===== src/rtl/m_mc_ctrl.sv =====
// Multi-cycle IF/ID/EX/MEM/WB sequencer for the RV32I datapath.
// Strobes are decoded from state, latched class and memory handshakes.
module m_mc_ctrl #(
    parameter int CNT_W       = 32,
    parameter int MEM_TIMEOUT = 255
) (
    input  logic             w_clk,
    input  logic             w_rst_n,
    input  logic [4:0]       w_opcode5,
    input  logic             w_br_taken,
    input  logic             w_imem_ready,
    input  logic             w_dmem_ready,
    output logic             w_imem_req,
    output logic             w_ir_we,
    output logic             w_rf_we,
    output logic             w_dmem_re,
    output logic             w_dmem_we,
    output logic             w_pc_we,
    output logic             w_pc_sel,
    output logic             w_retire,
    output logic [2:0]       w_state,
    output logic             w_halted,
    output logic             w_err,
    output logic [CNT_W-1:0] w_cycles,
    output logic [CNT_W-1:0] w_retired
);

    typedef enum logic [2:0] {
        S_IF   = 3'd0,
        S_ID   = 3'd1,
        S_EX   = 3'd2,
        S_MEM  = 3'd3,
        S_WB   = 3'd4,
        S_HALT = 3'd5
    } state_t;

    typedef enum logic [3:0] {
        C_R, C_IALU, C_LOAD, C_STORE, C_BRANCH,
        C_LUI, C_AUIPC, C_JAL, C_JALR, C_SYSTEM, C_ILLEGAL
    } cls_t;

    state_t      state;
    cls_t        cls;
    logic [15:0] wait_cnt;
    logic [15:0] wait_nxt;
    logic        wait_expired;
    cls_t        dec_cls;

    function automatic cls_t decode_cls(input logic [4:0] op);
        case (op)
            5'b01100: decode_cls = C_R;
            5'b00100: decode_cls = C_IALU;
            5'b00000: decode_cls = C_LOAD;
            5'b01000: decode_cls = C_STORE;
            5'b11000: decode_cls = C_BRANCH;
            5'b01101: decode_cls = C_LUI;
            5'b00101: decode_cls = C_AUIPC;
            5'b11011: decode_cls = C_JAL;
            5'b11001: decode_cls = C_JALR;
            5'b11100: decode_cls = C_SYSTEM;
            default:  decode_cls = C_ILLEGAL;
        endcase
    endfunction

    assign dec_cls      = decode_cls(w_opcode5);
    assign wait_nxt     = wait_cnt + 16'd1;
    assign wait_expired = (wait_nxt == 16'(MEM_TIMEOUT));
    assign w_state      = state;

    // Strobes are forced low while reset is held so nothing fires before the first fetch.
    always_comb begin
        w_imem_req = 1'b0;
        w_ir_we    = 1'b0;
        w_rf_we    = 1'b0;
        w_dmem_re  = 1'b0;
        w_dmem_we  = 1'b0;
        w_pc_we    = 1'b0;
        w_pc_sel   = 1'b0;
        w_retire   = 1'b0;
        if (w_rst_n) begin
            case (state)
                S_IF: begin
                    w_imem_req = 1'b1;
                    w_ir_we    = w_imem_ready;
                end
                S_EX: begin
                    if (cls == C_BRANCH) begin
                        w_pc_we  = 1'b1;
                        w_pc_sel = w_br_taken;
                        w_retire = 1'b1;
                    end
                end
                S_MEM: begin
                    w_dmem_re = (cls == C_LOAD);
                    w_dmem_we = (cls == C_STORE);
                    if (cls == C_STORE && w_dmem_ready) begin
                        w_pc_we  = 1'b1;
                        w_retire = 1'b1;
                    end
                end
                S_WB: begin
                    w_rf_we  = 1'b1;
                    w_pc_we  = 1'b1;
                    w_retire = 1'b1;
                    w_pc_sel = (cls == C_JAL) || (cls == C_JALR);
                end
                default: ;
            endcase
        end
    end

    always_ff @(posedge w_clk or negedge w_rst_n) begin
        if (!w_rst_n) begin
            state     <= S_IF;
            cls       <= C_ILLEGAL;
            wait_cnt  <= 16'd0;
            w_halted  <= 1'b0;
            w_err     <= 1'b0;
            w_cycles  <= '0;
            w_retired <= '0;
        end else begin
            if (state != S_HALT)
                w_cycles <= w_cycles + CNT_W'(1);
            if (w_retire)
                w_retired <= w_retired + CNT_W'(1);
            case (state)
                S_IF: begin
                    if (w_imem_ready) begin
                        state    <= S_ID;
                        wait_cnt <= 16'd0;
                    end else if (wait_expired) begin
                        state    <= S_HALT;
                        w_err    <= 1'b1;
                        w_halted <= 1'b1;
                    end else begin
                        wait_cnt <= wait_nxt;
                    end
                end
                S_ID: begin
                    cls <= dec_cls;
                    if (dec_cls == C_SYSTEM || dec_cls == C_ILLEGAL) begin
                        state    <= S_HALT;
                        w_halted <= 1'b1;
                    end else begin
                        state <= S_EX;
                    end
                end
                S_EX: begin
                    if (cls == C_LOAD || cls == C_STORE)
                        state <= S_MEM;
                    else if (cls == C_BRANCH)
                        state <= S_IF;
                    else
                        state <= S_WB;
                end
                S_MEM: begin
                    if (w_dmem_ready) begin
                        state    <= (cls == C_LOAD) ? S_WB : S_IF;
                        wait_cnt <= 16'd0;
                    end else if (wait_expired) begin
                        state    <= S_HALT;
                        w_err    <= 1'b1;
                        w_halted <= 1'b1;
                    end else begin
                        wait_cnt <= wait_nxt;
                    end
                end
                S_WB: state <= S_IF;
                S_HALT: w_halted <= 1'b1;
                default: begin
                    state    <= S_HALT;
                    w_halted <= 1'b1;
                end
            endcase
        end
    end

endmodule


===== config.mk =====
export PLATFORM = sky130hd
export DESIGN_NAME = m_mc_ctrl
export DESIGN_NICKNAME = d
export VERILOG_FILES = /design/src/rtl/m_mc_ctrl.sv
export SDC_FILE = /design/constraint.sdc
export NUM_CORES = 1
export LEC_CHECK = 0
export ABC_AREA = 1
export CAP_MARGIN = 10
export CORE_MARGIN = 8
export CORE_UTILIZATION = 54
export CTS_CLUSTER_SIZE = 40
export DETAILED_ROUTE_END_ITERATION = 12
export GPL_TIMING_DRIVEN = 0
export PLACE_DENSITY = 0.81
export SETUP_SLACK_MARGIN = 0.1
export SLEW_MARGIN = 20
export SYNTH_ARGS = -nofsm -noshare
export SYNTH_HDL_FRONTEND = slang
export SYNTH_SLANG_ARGS = --single-unit

===== constraint.sdc =====
create_clock -name w_clk -period 2.9 [get_ports w_clk]
set_clock_uncertainty 0.2 [all_clocks]
set_input_delay 0.58 -clock w_clk [delete_from_list [all_inputs] [get_ports w_clk]]
set_output_delay 0.58 -clock w_clk [all_outputs]
set_load 0.005 [all_outputs]

Yosys cells after proc, flatten, opt, wreduce, memory -nomap -nowiden
Memory sizes are Yosys's and may differ from the RTL's.
Index checks and enable logic that the tools add are counted.
- $add $sub $neg: 3
- equality and inequality tests: 17
- muxes and demuxes: 38
- bitwise operators: 1
- reductions and logical operators: 9
- operators with widths (cell ; count):
    adder 32 x 1 -> 32 bit (second input constant) ; 2
    2-to-1 mux 16 bit ; 3
    one-hot mux 16 bit (2 select lines) ; 1
    2-to-1 mux 1 bit ; 22
    2-to-1 mux 3 bit ; 7
    one-hot mux 3 bit (6 select lines) ; 1
    adder 16 x 1 -> 16 bit (second input constant) ; 1
    equality test 16 x 8 -> 1 bit (second input constant) ; 1
    equality test 4 bit (second input constant) ; 3
    equality test 4 x 2 -> 1 bit (second input constant) ; 2
    equality test 4 x 3 -> 1 bit (second input constant) ; 2
    equality test 3 x 2 -> 1 bit (second input constant) ; 2
    equality test 3 bit (second input constant) ; 2
    inequality test 2 bit (second input constant) ; 3
    one-hot mux 1 bit (2 select lines) ; 2
    one-hot mux 1 bit (4 select lines) ; 1
    AND reduction 4 bit ; 1
    equality test 3 x 1 -> 1 bit (second input constant) ; 1
    logical NOT 3 bit ; 1
    logical OR 1 bit ; 3
    inequality test 3 bit (second input constant) ; 1
    one-hot mux 1 bit (3 select lines) ; 1
    AND reduction 3 bit ; 1
    nonzero test 2 bit ; 1
    3 further kinds ; 3
- bits in registers: 89
- memory bits (read-only): 128
- output and inout port bits: 77
- logic and storage cells: 76
- memories kept: 1
- memories (name ; words ; bits a word ; read ports ; clocked after Yosys merged registers in ; wr ports ; RTL line ; source):
    (no name shown) ; 32 ; 4 ; 1 ; 0 ; 0 ; 50 ; case (op)

Logic depth before layout (Yosys ltp)
Gate-level depths: netlist (run 1).
- depth after elaboration: 5
- depth in mapped cells: 17
- depth with buffers taken out: 17

Worst setup path after synthesis (run 1)
Ideal clock, no wire load.
- path kind: flip-flop to output port
- start point: reg cls[0]
- end point: out w_retire
- arrival time: 1.514 ns
- path slack: 0.606 ns
- stages on the path, launching flop included: 7
- buffers on the path: 3
- cell sequence: dfrtp_1 > nor4_1 > nand2_1 > a21oi_2 > buf_4 > buf_4 > buf_4
- longest elaborated chain between the ends: 5
- elaborated cells between the ends (all ways): 7
- RTL lines (item ; RTL line ; source):
    from (decl) ; 43 ; cls_t cls;
    from (signal assigned) ; 140 ; cls <= dec_cls;
    equality test 4 x 2 -> 1 bit ; 96 ; if (cls == C_STORE && w_dmem_ready) begin
    logical AND 1 bit ; 96 ;
    2-to-1 mux 1 bit ; - ;
    one-hot mux 1 bit (3 select lines) * ; - ;
    2-to-1 mux 1 bit * ; - ;
    to (decl) ; 20 ; output logic w_retire,
Every way passes the cells marked *; elsewhere a longest branch is shown, timed or not.

Final worst setup path (run 1)
- start point: reg cls[3]
- end point: out w_pc_we
- longest elaborated chain between the ends: 5
- elaborated cells between the ends (all ways): 7
- RTL lines (item ; RTL line ; source):
    equality test 4 x 2 -> 1 bit ; 96 ;
    logical AND 1 bit ; 96 ;
    2-to-1 mux 1 bit ; 96 ;
    one-hot mux 1 bit (3 select lines) * ; 81 ; case (state)
    2-to-1 mux 1 bit * ; 80 ; if (w_rst_n) begin
    to (decl) ; 18 ; output logic w_pc_we,
Marked as above.

==> results of run 1 <==
## area by class of cell
type / count / share of cell area
multi-input cells: 526 / 0.4098
clock buffers: 9 / 0.01829
repair buffers: 104 / 0.1535
well taps: 133 / 0.02458
plain buffers: 12 / 0.01238
clock inverters: 6 / 0.009978
flip-flops and latches: 89 / 0.3298
inverters: 75 / 0.04157
## sequential cells by signal (all words and copies together), names as in the netlist
signal     flops
w_cycles      32
w_retired     32
wait_cnt      16
cls            4
w_state        3
w_err          1
w_halted       1
## stage by stage
step	power [µW]	hold WS, ps	cell area [µm²]
finish	2258	280.7	6771
global placement	1409	254.0	6321
floorplan	1341	84.41	5294
CTS	2280	286.2	6715
global route	2348	312.0	6771
detailed placement	1419	258.5	6346
## worst max-delay path by stage
stage / endpoint / from / slack [ps]
5_1_grt: w_pc_we / cls[3] / 110
4_1_cts: w_retire / cls[3] / 40
6_report: w_pc_we / cls[3] / 190
2_1_floorplan: w_retire / cls[0] / 610
3_3_place_gp: w_retire / w_rst_n / -4180
3_5_place_dp: w_retire / w_dmem_ready / -610
## power by group
| part | switching (µW) | leakage, µW | total, µW | internal, µW |
|---|---|---|---|---|
| sequential | 10.5 | 0.00109 | 1260 | 1250 |
| combinational | 84.6 | 0.00207 | 141 | 56.9 |
| clock | 461 | 0.0000917 | 857 | 396 |
## synthesized netlist by cell type, drive strengths merged, types with 7 or more instances
master,count
nand2,221
dfrtp,87
nor2,83
inv,75
nand3,46
xor2,41
nor3,32
o21ai,30
xnor2,24
nand4,18
nor4,11
buf,9
ha,7
## repair_timing
item | CTS | global route
setup buffers | 10 | 4
gates cloned | 0 | 0
hold buffers | 3 | 0
hold endpoints to repair | 32 | 0
gates resized for setup | 20 | 11
setup endpoints to repair | 7 | 6
pin swaps | 2 | 4
## layout by cell type (no fill, tap or decap), drive strengths merged, types with 3 or more instances in the layout
| cell | instances |
|---|---|
| clkdlybuf4s50 | 79 |
| nand2 | 221 |
| dlymetal6s2s | 3 |
| xnor2 | 24 |
| dfrtp | 87 |
| nor3 | 32 |
| o21ai | 30 |
| ha | 7 |
| a21oi | 6 |
| nand4 | 18 |
| xor2 | 41 |
| buf | 26 |
| inv | 76 |
| nor2 | 83 |
| nand3 | 46 |
| nor4 | 11 |
| clkbuf | 13 |
## layer usage
layer  track usage  vias up  share of wire
li1              -     2468              -
met1        0.2711     2416           0.44
met2        0.3675      144           0.48
met3       0.04149       20          0.059
met4       0.08056        0          0.017
met5             0        -              0
## critical path, stage by stage, from the launching register on
cell and delay [ps]:
dfstp_2 400, buf_4 140, nor4_4 270, nand2_1 130, a21oi_4 190, buf_6 130, buf_8 100, clkdlybuf4s15_1 200
## cell families after synthesis
| group | count (synthesis) | share of synthesized area |
|---|---|---|
| buffers and inverters | 87 | 0.06689 |
| XOR/XNOR | 65 | 0.1075 |
| flip-flops | 89 | 0.4212 |
| AND/OR/NAND/NOR | 413 | 0.3465 |
| AO/OA/AOI/OAI | 41 | 0.04136 |
| adder cells (fa/ha/maj) | 7 | 0.01654 |
==> summary.txt, run 1 <==
Setup path
  – R2r worst-path depth: 13
  – Crit path capture type: output port
  – Peak fanout along the critical path: 5
  – Startpoint Class: register
  – Worst EP required: around 2100 ps
  – R2r setup slk: approximately 540 ps
  – Crit path DAT: roughly 1900 ps
  – Type of the worst setup path: reg -> out
  – R2R Path End: wait_cnt[13]
  – R2R Path Start: wait_cnt[1]

Run
  – Max-Cap Viols: 0

Place
  – Detailed Place HPWL: 10450 µm
  – Final GP Congestion: 0.9313
  – Port Buffers: 86
  – Post-Place Cells: around 920
  – Setup WS pre-CTS: -606.5 ps

Floorplan
  – Starting Density: 0.5492
  – Die X: 115.0 µm
  – Core area: slightly below 10000 µm²
  – Io pins: 87
  – DIE HEIGHT: 115.0 µm
  – Rows: 36
  – Die area: approximately 13000 µm²

Worst hold path
  – Origin of the worst min-delay path: w_halted
  – Hold path cells: 2
  – Worst Hold End: w_halted
  – Type of the worst min-delay path: reg -> reg

Synth
  – Sequential area share after synthesis: 0.4212
  – FFs w/ async S/R, synth: 1.000
  – Synth Flop Type: dfrtp_1
  – #FFs+latches synth: just under 90
  – Number of enable flip-flop cells after synthesis: 0
  – Post-Syn Instances: 702
  – Yosys top cell by area: dfrtp_1
  – Ranking of synthesized cells by area: dfrtp_1 (41%), nand2_1 (15%), xor2_1 (6.8%), nor2_1 (5.2%), inv_1 (5.1%)
  – Synth Area per Inst: about 7.5 µm²
  – Post-synthesis cell area: between 5000 and 6000 µm²
  – Yosys top cell area share: 0.4113
  – Yosys cell types: 32
  – Mapped Nets: 719
  – Synth warnings: 0

Clock network
  – TritonCTS clock tree: done
  – Cts bufs inserted: 9
  – Clock root buffer: clkbuf_8
  – CTS sink cnt: between 80 and 90
  – Clock Latency Late Sink: about 360 ps
  – Max Root-Sink Buffers: 2
  – CTS H-tree depth: 3
  – Worst-path clk slew: 90 ps

Detailed routing
  – DR iter-0 viols: about 280
  – DR vias/cell: 5.291
  – DR vias: between 5000 and 6000
  – Routed WL: around 14000 µm
  – Antenna viol nets, final: 0
  – Routed WL per cell: roughly 15 µm
  – First-pass DRT Iterations: 5
  – Drt drc: 0

Pwr
  – Leakage power: about 0.0032 µW
  – Peak supply drop: 189.2 µV
  – P per Cell Area: about 330 nW/µm²

Run status
  – Status: completed

Layout
  – FF/Latch Area: 2233 µm²
  – Synth-to-Final Area Change: 27.91%
  – Area of the multi-input gates: roughly 2800 µm²
  – Diode count: 0
  – Share of cells above drive strength 1: 0.09988
  – Final design utilization: 0.7025
  – Non-filler cells, final: ~950
  – Final nets: approximately 830
  – Filler cells: 835

STA
  – Tcrit/Tclk final: 0.9333
  – Crit path time final: 2707 ps
  – Pins Over Slew Limit: 0
  – Unrepaired setup endpoints after global routing: false
  – Fmax: between 300 and 400 MHz
  – Final Hold Fails: 0
  – Setup TNS: 0 ps
  – Max-slew headroom: 0.5373
  – Final setup violation count: 0
  – Final setup margin: just under 200 ps
  – Worst-Margin Slew: roughly 690 ps

GRT
  – Vias in the first global route: about 4900
  – GRT overflow: 0
  – Initial antenna violation count: 0
  – All-Layer GR Usage: 0.2178
  – Largest net degree at the start of global routing: 56
  – First-pass GRT wire length: between 20000 and 25000 µm
Power figures use the tool's default switching activity.
==> run 2, diff against run 1 <==
--- a/config.mk
+++ b/config.mk
@@ -18,3 +18,4 @@
 export SYNTH_ARGS = -nofsm -noshare
 export SYNTH_HDL_FRONTEND = slang
 export SYNTH_SLANG_ARGS = --single-unit
+export TNS_END_PERCENT = 1
==> run 2 against run 1 <==
Net effect:
- non-clock buffer count down 2
- power about the same
- final area down 0.28%
==> summary.txt, run 2 (same netlist as run 1, synthesis figures left out) <==
GRT
  – Met2 Use GR: 0.3675 (unchanged)
  – First-pass GRT wire length: 23210 µm (unchanged)
  – Vias in the first global route: 4876 (unchanged)
  – M1 GR Usage: 0.2711 (unchanged)
  – Met3 usage: 0.04149 (unchanged)
  – Largest net degree at the start of global routing: 56 (unchanged)
  – Grt peak-use layer: met2 (unchanged)
  – GRT overflow: 0 (unchanged)
  – Initial antenna violation count: 0 (unchanged)
  – All-Layer GR Usage: 0.2178 (unchanged)

Detailed routing
  – Antenna viol nets, final: 0 (unchanged)
  – Routed WL: 14110 µm (was 14030 µm)
  – DR vias/cell: 5.309 (was 5.291)
  – Routed WL per cell: 14.82 µm (was 14.71 µm)
  – DR vias: 5054 (was 5048)
  – Drt drc: 0 (unchanged)
  – First-pass DRT Iterations: 5 (unchanged)
  – DR iter-0 viols: 281 (was 277)

STA
  – Tcrit/Tclk final: 0.9717 (was 0.9333)
  – Setup TNS: 0 ps (unchanged)
  – Worst-Margin Slew: 695.2 ps (was 688.8 ps)
  – Crit path time final: 2818 ps (was 2707 ps)
  – Final Hold Fails: 0 (unchanged)
  – Final setup violation count: 0 (unchanged)
  – Pins Over Slew Limit: 0 (unchanged)
  – Fmax: 354.9 MHz (was 369.5 MHz)
  – Max-slew headroom: 0.5330 (was 0.5373)
  – Unrepaired setup endpoints after global routing: true (was false)

Layout
  – Top Registers: w_cycles: 32 flops, w_retired: 32 flops, wait_cnt: 16 flops (unchanged)
  – Final nets: 832 (was 834)
  – Synth-to-Final Area Change: 27.56% (was 27.91%)
  – Most common cell after layout, fill and taps aside: nand2_1 (unchanged)
  – Filler cells: 841 (was 835)
  – Final design utilization: 0.7005 (was 0.7025)
  – Share of cells above drive strength 1: 0.09646 (was 0.09988)
  – Diode count: 0 (unchanged)
  – Most frequent cells in the layout: nand2_1 (215), dfrtp_1 (84), clkdlybuf4s50_1 (80), inv_1 (72), nor2_1 (69) (was nand2_1 (215), dfrtp_1 (84), clkdlybuf4s50_1 (79), inv_1 (72), nor2_1 (69))

Pwr
  – Peak supply drop: 189.0 µV (was 189.2 µV)
  – P per Cell Area: 334.2 nW/µm² (was 333.4 nW/µm²)
  – Leakage power: 0.003227 µW (was 0.003250 µW)

Place
  – Detailed Place HPWL: 10450 µm (unchanged)
  – Final GP Congestion: 0.9313 (unchanged)
  – Port Buffers: 86 (unchanged)

Setup path
  – Worst EP required: 2120 ps (about the same)
  – Type of the worst setup path: reg -> out (unchanged)
  – Peak fanout along the critical path: 5 (unchanged)
  – Crit path capture type: output port (unchanged)
  – Crit path DAT: 2040 ps (was 1930 ps)
  – Startpoint Class: register (unchanged)

Worst hold path
  – Type of the worst min-delay path: reg -> reg (unchanged)

Run status
  – Status: completed (unchanged)

Floorplan
  – Die area: 13230 µm² (unchanged)
  – Die X: 115.0 µm (unchanged)
  – Io pins: 87 (unchanged)
  – DIE HEIGHT: 115.0 µm (unchanged)
  – Starting Density: 0.5492 (unchanged)
  – Core area: 9639 µm² (unchanged)
  – Rows: 36 (unchanged)

Run
  – Max-Cap Viols: 0 (unchanged)

Clock network
  – Clock root buffer: clkbuf_8 (unchanged)
  – Worst-path clk slew: 90 ps (about the same)
  – Cts bufs inserted: 9 (unchanged)
  – Max Root-Sink Buffers: 2 (unchanged)
  – Clock Latency Late Sink: 360 ps (about the same)
  – CTS H-tree depth: 3 (unchanged)
  – CTS sink cnt: 89 (unchanged)
  – TritonCTS clock tree: done (unchanged)
-- run 2: timing repair --
| item | CTS | global route |
|---|---|---|
| cloned | 0 | 0 |
| buffers inserted | 10 | 2 |
| pin swaps | 2 | 2 |
| hold endpoints to repair | 32 | 0 |
| hold buffers | 3 | 0 |
| setup endpoints to repair | 7 | 6 |
| gates resized for setup | 19 | 7 |
-- run 2: final timing paths --
check	to	from	cells past startpoint	slack, ps
min in group asynchronous	wait_cnt[4]	w_rst_n	3	620
worst min-delay path	w_halted	w_halted	2	280
worst max-delay path	w_retire	cls[3]	9	80
worst min register to register	w_halted	w_halted	2	280
max in group asynchronous	w_state[1]	w_rst_n	3	1590
worst max register to register	wait_cnt[13]	wait_cnt[1]	11	540
-- run 2: metrics by stage --
step	worst slack (ps)	total power, µW	hold slack (ps)	std cells	instance area (µm²)
final	82.08	2257	281.1	952	6753
after global routing	-3.088	2347	312.0	952	6753
after CTS	39.25	2279	286.2	950	6711
after detailed placement	-606.5	1419	258.5	922	6346
after global placement	-4180	1409	254.0	921	6321
after floorplan	605.7	1341	84.41	702	5294
-- run 2: report_power, final --
part           leakage (µW)  internal (µW)  switching, µW
clock             0.0000917            396            460
combinational       0.00205           56.4           84.9
sequential          0.00109           1250           10.5
total               0.00323           1700            556
-- run 2: final cells by class --
cell class	count	area [µm²]	share of cell area
Buffer	12	83.83	0.01241
Clock buffer	9	123.9	0.01834
Clock inverter	6	67.56	0.01001
Inverter	75	281.5	0.04169
Multi-Input combinational cell	526	2775	0.4110
Sequential cell	89	2233	0.3307
Tap cell	133	166.4	0.02464
Timing Repair Buffer	102	1021	0.1512
-- run 2: layer usage --
layer / vias up / part of all wire
met5: - / 0
met4: 0 / 0.016
met3: 19 / 0.065
met2: 161 / 0.48
met1: 2415 / 0.44
li1: 2459 / -
-- run 2: critical path: stages (launching register included) --
cell and delay (ps):
dfstp_2 570, nor2_1 80, nand2_4 90, nor2_2 40, a21oi_2 180, a21oi_4 100, buf_6 130, buf_8 120
buf_4 120, dlygate4sd2_1 250
